**src/rtl/dsp_pkg.sv**
```systemverilog
// Shared width helpers for FIFO pointers, addresses and occupancy counts.
// Widths derive from DEPTH so every user agrees on pointer layout.
package dsp_pkg;

    function automatic int addr_w(input int depth);
        return $clog2(depth);
    endfunction

    // One extra MSB acts as the wrap bit that separates full from empty.
    function automatic int ptr_w(input int depth);
        return $clog2(depth) + 1;
    endfunction

endpackage

```
**src/rtl/sync_fifo_ram.sv**
```systemverilog
// Simple dual-port storage: synchronous write, read either registered or
// combinational. Only the read register is reset, never the array.
module sync_fifo_ram
    import dsp_pkg::*;
#(
    parameter int WIDTH    = 18,
    parameter int DEPTH    = 32,
    parameter int ASYNC_RD = 0
) (
    input  logic                      clk,
    input  logic                      rst_n,
    input  logic                      we,
    input  logic [addr_w(DEPTH)-1:0]  waddr,
    input  logic [WIDTH-1:0]          wdata,
    input  logic                      re,
    input  logic [addr_w(DEPTH)-1:0]  raddr,
    output logic [WIDTH-1:0]          rdata
);

    logic [WIDTH-1:0] mem [DEPTH];
    logic [WIDTH-1:0] rdata_q;
    logic [WIDTH-1:0] rdata_d;

    always_ff @(posedge clk) begin
        if (we) begin
            mem[waddr] <= wdata;
        end
    end

    always_comb begin
        rdata_d = rdata_q;
        if (re) begin
            rdata_d = mem[raddr];
        end
    end

    always_ff @(posedge clk or negedge rst_n) begin
        if (!rst_n) begin
            rdata_q <= '0;
        end else begin
            rdata_q <= rdata_d;
        end
    end

    assign rdata = (ASYNC_RD != 0) ? mem[raddr] : rdata_q;

endmodule

```
**src/rtl/sync_fifo_ext.sv**
```systemverilog
// Synchronous FIFO with wrap-bit pointers, threshold flags, sticky
// overflow/underflow, flush, and optional first-word-fall-through.
module sync_fifo_ext
    import dsp_pkg::*;
#(
    parameter int WIDTH    = 18,
    parameter int DEPTH    = 32,
    parameter int FWFT     = 0,
    parameter int AF_LEVEL = DEPTH - 4,
    parameter int AE_LEVEL = 4
) (
    input  logic                     clk,
    input  logic                     rst_n,
    input  logic                     flush,
    input  logic                     wr_en,
    input  logic [WIDTH-1:0]         wr_data,
    input  logic                     rd_en,
    output logic [WIDTH-1:0]         rd_data,
    output logic                     rd_valid,
    output logic                     full,
    output logic                     empty,
    output logic                     almost_full,
    output logic                     almost_empty,
    output logic [ptr_w(DEPTH)-1:0]  count,
    output logic                     overflow,
    output logic                     underflow
);

    localparam int AW = addr_w(DEPTH);
    localparam int PW = ptr_w(DEPTH);
    localparam logic [PW-1:0] AF_L = PW'(AF_LEVEL);
    localparam logic [PW-1:0] AE_L = PW'(AE_LEVEL);
    localparam logic [PW-1:0] ONE  = PW'(1);

    logic [PW-1:0] wr_ptr_q, wr_ptr_d;
    logic [PW-1:0] rd_ptr_q, rd_ptr_d;
    logic [PW-1:0] count_q, count_d;
    logic          rd_valid_q, rd_valid_d;
    logic          ovf_q, ovf_d;
    logic          udf_q, udf_d;
    logic          wr_acc, rd_acc;
    logic          empty_w, full_w;
    logic [WIDTH-1:0] ram_rdata;

    assign empty_w = (wr_ptr_q == rd_ptr_q);
    assign full_w  = (wr_ptr_q[PW-1] != rd_ptr_q[PW-1]) &&
                     (wr_ptr_q[AW-1:0] == rd_ptr_q[AW-1:0]);

    // A read never frees space for a same-cycle write, nor vice versa.
    assign wr_acc = wr_en && !full_w && !flush;
    assign rd_acc = rd_en && !empty_w && !flush;

    always_comb begin
        wr_ptr_d   = wr_ptr_q;
        rd_ptr_d   = rd_ptr_q;
        count_d    = count_q;
        rd_valid_d = 1'b0;
        ovf_d      = ovf_q;
        udf_d      = udf_q;
        if (flush) begin
            wr_ptr_d = '0;
            rd_ptr_d = '0;
            count_d  = '0;
            ovf_d    = 1'b0;
            udf_d    = 1'b0;
        end else begin
            if (wr_acc) wr_ptr_d = wr_ptr_q + ONE;
            if (rd_acc) rd_ptr_d = rd_ptr_q + ONE;
            count_d    = wr_ptr_d - rd_ptr_d;
            rd_valid_d = rd_acc;
            ovf_d      = ovf_q || (wr_en && full_w);
            udf_d      = udf_q || (rd_en && empty_w);
        end
    end

    always_ff @(posedge clk or negedge rst_n) begin
        if (!rst_n) begin
            wr_ptr_q   <= '0;
            rd_ptr_q   <= '0;
            count_q    <= '0;
            rd_valid_q <= 1'b0;
            ovf_q      <= 1'b0;
            udf_q      <= 1'b0;
        end else begin
            wr_ptr_q   <= wr_ptr_d;
            rd_ptr_q   <= rd_ptr_d;
            count_q    <= count_d;
            rd_valid_q <= rd_valid_d;
            ovf_q      <= ovf_d;
            udf_q      <= udf_d;
        end
    end

    sync_fifo_ram #(
        .WIDTH    (WIDTH),
        .DEPTH    (DEPTH),
        .ASYNC_RD (FWFT)
    ) u_ram (
        .clk   (clk),
        .rst_n (rst_n),
        .we    (wr_acc),
        .waddr (wr_ptr_q[AW-1:0]),
        .wdata (wr_data),
        .re    (rd_acc),
        .raddr (rd_ptr_q[AW-1:0]),
        .rdata (ram_rdata)
    );

    // FWFT masks the unwritten head word so reset and empty read as zero.
    assign rd_valid     = (FWFT != 0) ? !empty_w : rd_valid_q;
    assign rd_data      = ((FWFT != 0) && empty_w) ? '0 : ram_rdata;
    assign full         = full_w;
    assign empty        = empty_w;
    assign count        = count_q;
    assign almost_full  = (count_q >= AF_L);
    assign almost_empty = (count_q <= AE_L);
    assign overflow     = ovf_q;
    assign underflow    = udf_q;

endmodule

```
**config.mk**
```make
export PLATFORM = sky130hd
export DESIGN_NAME = sync_fifo_ext
export DESIGN_NICKNAME = d
export VERILOG_FILES = /design/src/rtl/dsp_pkg.sv /design/src/rtl/sync_fifo_ram.sv /design/src/rtl/sync_fifo_ext.sv
export SDC_FILE = /design/constraint.sdc
export NUM_CORES = 1
export LEC_CHECK = 0
export ABC_AREA = 1
export BUFFER_PORTS_ARGS = -buffer_cell sky130_fd_sc_hd__buf_2
export CORE_MARGIN = 2
export CORE_UTILIZATION = 65
export CTS_BUF_LIST = sky130_fd_sc_hd__clkbuf_8
export CTS_CLUSTER_SIZE = 40
export DETAILED_ROUTE_END_ITERATION = 8
export MAX_ROUTING_LAYER = met4
export PLACE_DENSITY = 0.89
export SYNTH_ARGS = -nofsm -noshare
export SYNTH_HDL_FRONTEND = slang
export SYNTH_SLANG_ARGS = --single-unit
```
**constraint.sdc**
```tcl
create_clock -name clk -period 4.4 [get_ports clk]
set_input_delay 0.88 -clock clk [delete_from_list [all_inputs] [get_ports clk]]
set_output_delay 0.88 -clock clk [all_outputs]
set_load 0.005 [all_outputs]
```
==> results.cfg <==
[logic_synthesis]
yosys_warnings = 0
synth_nets = 1932
synth_cell_types = 36
yosys.area.top_type_share_pct = 70.59
synth-edff-count = 576
synth.largest_area_cell = edfxtp_1
async_flop_share_pct = 6.341
synth_area_um2 = 24500
synth_cells = 1898
yosys-top-cells-count = edfxtp_1, nor2_1, o21ai_0, nand2_1, clkbuf_1
synth_ff_type = edfxtp_1
synth.most_common_cell = edfxtp_1
synth_area_leaders = edfxtp_1, o21ai_0, nor2_1
ys_ff_latch = 615
yosysSeqAreaShare_pct = 74.57
syn_avg_cell_area_um2 = 12.91

[drt]
route.detailed.drc = 0
drt-initial-drc-count = 2784
antenna_left = 0
routed_wl_mm = 63.14
num_vias = 17001
post_drt_via_cell_ratio = 6.657
wl_per_cell_um = 24.72
dr.pass1.iters = 7

[cells_and_area]
area_growth_pct = 10.03
layout-drive-gt1-share_pct = 13.46
fin_nets = 2001
diodes = 0
fill_cells = 2233
post-route-util_pct = 72.09

[power]
power.switching_mw = 2.852
switching_share_pct = 24.44
irDropWorstVdd_mv = 0.3637
cellPowerDensity_nw_per_um2 = 432.9
p_int_mw = 8.819
p_leak_nw = 9.204
p_comb_share_pct = 7.6
pwr-share-clk_pct = 36.2
seqPwrFrac_pct = 56.2

[floorplanning]
die_width_um = 198.2
start_util_pct = 65.51
fp.coreArea_um2 = 37400
io_pins = 54
num_rows = 71
die_y_um = 198.2
fp.dieArea_um2 = 39270

[flow_run]
drv_cap = 0

[setup_path]
worst-path-max-fanout = 24
path_class = reg2reg
rr_startpoint = rd_ptr_q[4]
crit_chain = buf_4 -> inv_2 -> nand2_1 -> nand2_1 -> nor2_1 -> nand3_2 -> nand2_2 -> o21ai_0 -> inv_1 -> ha_1 -> nand2_1 -> o21ai_0 -> a21oi_1 -> o21bai_1 -> nand3_1 -> nand2_1 -> nor2_1
cp-start-kind = register
required_ps = 4940
endpoint_kind = register
critPathMaxStageDelay_ps = 490
path_common_cell = nand2_1
critPathSlowestCell = inv_2
cp.arrival_ps = 4230
critPathLaunch = rd_ptr_q[4]

[sta]
slew_viol_final = 0
rsz0062_at_grt = false
period_share_pct = 83.80
finalSetupViolCount = 0
tns_ps = 0
finalCriticalPeriod_ps = 3687
fin_skew_ps = 34.39
worst_slew_pin_slew_ps = 1153
fmax_mhz = 271.2
relSlewSlack_pct = 23.11
hold_violations = 0
hold-worst-slack_ps = 389.7

[clock_network]
root_buffer = clkbuf_8
postCtsHoldBufs = 0
cts_made_buffers = 91
cts_resized = 0
post_cts_buffers = 0
cts_max_path_buffers = 3
clock_sink_count = 615
clk-insertion-delay-late_ps = 680
cts_tree = built
h-tree-depth = 3
path_clk_slew_ps = 70

[place]
dp_hpwl_mm = 34.28
globalplace.congestion = 0.8951
port_buffers = 53

[grt]
grt_pass1_wl_mm = 95.46
grt_max_degree = 114
grt.overflow.total = 0
grt_pass1_vias = 16673
grt_usage_pct = 33.97
antenna_found_initial = 0

[status]
run_status = completed

[hold_path]
hold_class = in2async
[cell families after synthesis]
logic type	after synthesis	share of synthesized area, %
and+or+nand+nor	645	11.00
DFF	615	74.57
AOI/OAI and AO/OA	463	10.78
buffers and inverters	157	2.798
adders and majority gates	11	0.5924
xor gates and xnor gates	7	0.2502
[power groups by stage]
stage          Clock [mW]  Sequential, mW  Combinational (mW)
2_1_floorplan           0            6.67               0.502
3_3_place_gp            0            6.67               0.814
3_5_place_dp            0            6.68               0.856
4_1_cts              4.24            6.56               0.875
5_1_grt              4.49            6.57               0.967
6_report             4.22            6.56               0.889
[flip-flops by register name, summed over array words and instances (netlist names)]
name and flops:
count 6, underflow 1, wr_ptr_q 6, rd_ptr_q 6
overflow 1, rd_valid 1, u_ram.rdata 18, u_ram.mem 576
[per-stage QoR]
stage | power [mW] | instances | worst slack [ps] | area [um^2]
after floorplan | 7.176 | 1898 | 1102 | 24500
after global placement | 7.485 | 2385 | 820.9 | 25300
after detailed placement | 7.533 | 2385 | 765.6 | 25300
after CTS | 11.67 | 2554 | 799.8 | 26960
after global routing | 12.03 | 2554 | 393.2 | 26960
final | 11.67 | 2554 | 712.7 | 26960
[path summary, 6_finish.rpt]
| path | end | slack (ps) | depth (start not counted) |
|---|---|---|---|
| max | count[5] | 710 | 17 |
| min | u_ram.rdata[0] | 390 | 1 |
| max reg2reg | count[5] | 710 | 17 |
| min reg2reg | u_ram.rdata[8] | 480 | 2 |
| max in group asynchronous | rd_ptr_q[0] | 3270 | 1 |
| min in group clk | u_ram.rdata[8] | 480 | 2 |
[final cells by class]
| class | instances | area [um^2] | share of cell area, % |
|---|---|---|---|
| clock buffer | 94 | 1294 | 4.799 |
| tap | 511 | 639.4 | 2.372 |
| inverter | 32 | 130.1 | 0.4827 |
| timing repair buffer | 101 | 625.6 | 2.321 |
| multi-input combinational | 1126 | 5622 | 20.85 |
| clock inverter | 75 | 367.9 | 1.364 |
| sequential | 615 | 18280 | 67.81 |
[routing by layer]
metal	up-vias	wire [um]	GRT usage, %
met2	1459	30040	51.70
met3	276	8102	7.920
met4	0	3414	19.05
met1	8124	21580	42.58
li1	7142	-	-
met5	-	0	-
[worst max-delay path, delay by kind of cell, from the launching register on]
kind	cells	cell delay (ps)
adder cells (fa/ha/maj)	1	290
AO/OA/AOI/OAI	4	1060
flip-flops	1	370
buffers and inverters	3	830
AND/OR/NAND/NOR	9	1000
[layout by cell type (no fill, tap or decap), types with 7 or more instances in the layout]
master / Yosys / layout
edfxtp_1: 576 / 576
nor2_1: 374 / 349
o21ai_0: 298 / 298
nand2_1: 161 / 161
clkbuf_8: 0 / 94
o22ai_1: 72 / 72
inv_1: 24 / 54
buf_2: 38 / 53
nand3_1: 50 / 50
buf_4: 2 / 48
o221ai_1: 36 / 36
nand4_1: 36 / 36
o211ai_1: 36 / 36
dfrtp_1: 39 / 36
nor2_2: 2 / 27
clkinv_1: 0 / 24
clkinv_2: 0 / 14
o21ai_1: 10 / 10
nand3_2: 10 / 10
ha_1: 10 / 10
a21oi_1: 8 / 8
xor2_1: 7 / 7
(Power assumes the default switching activity.)
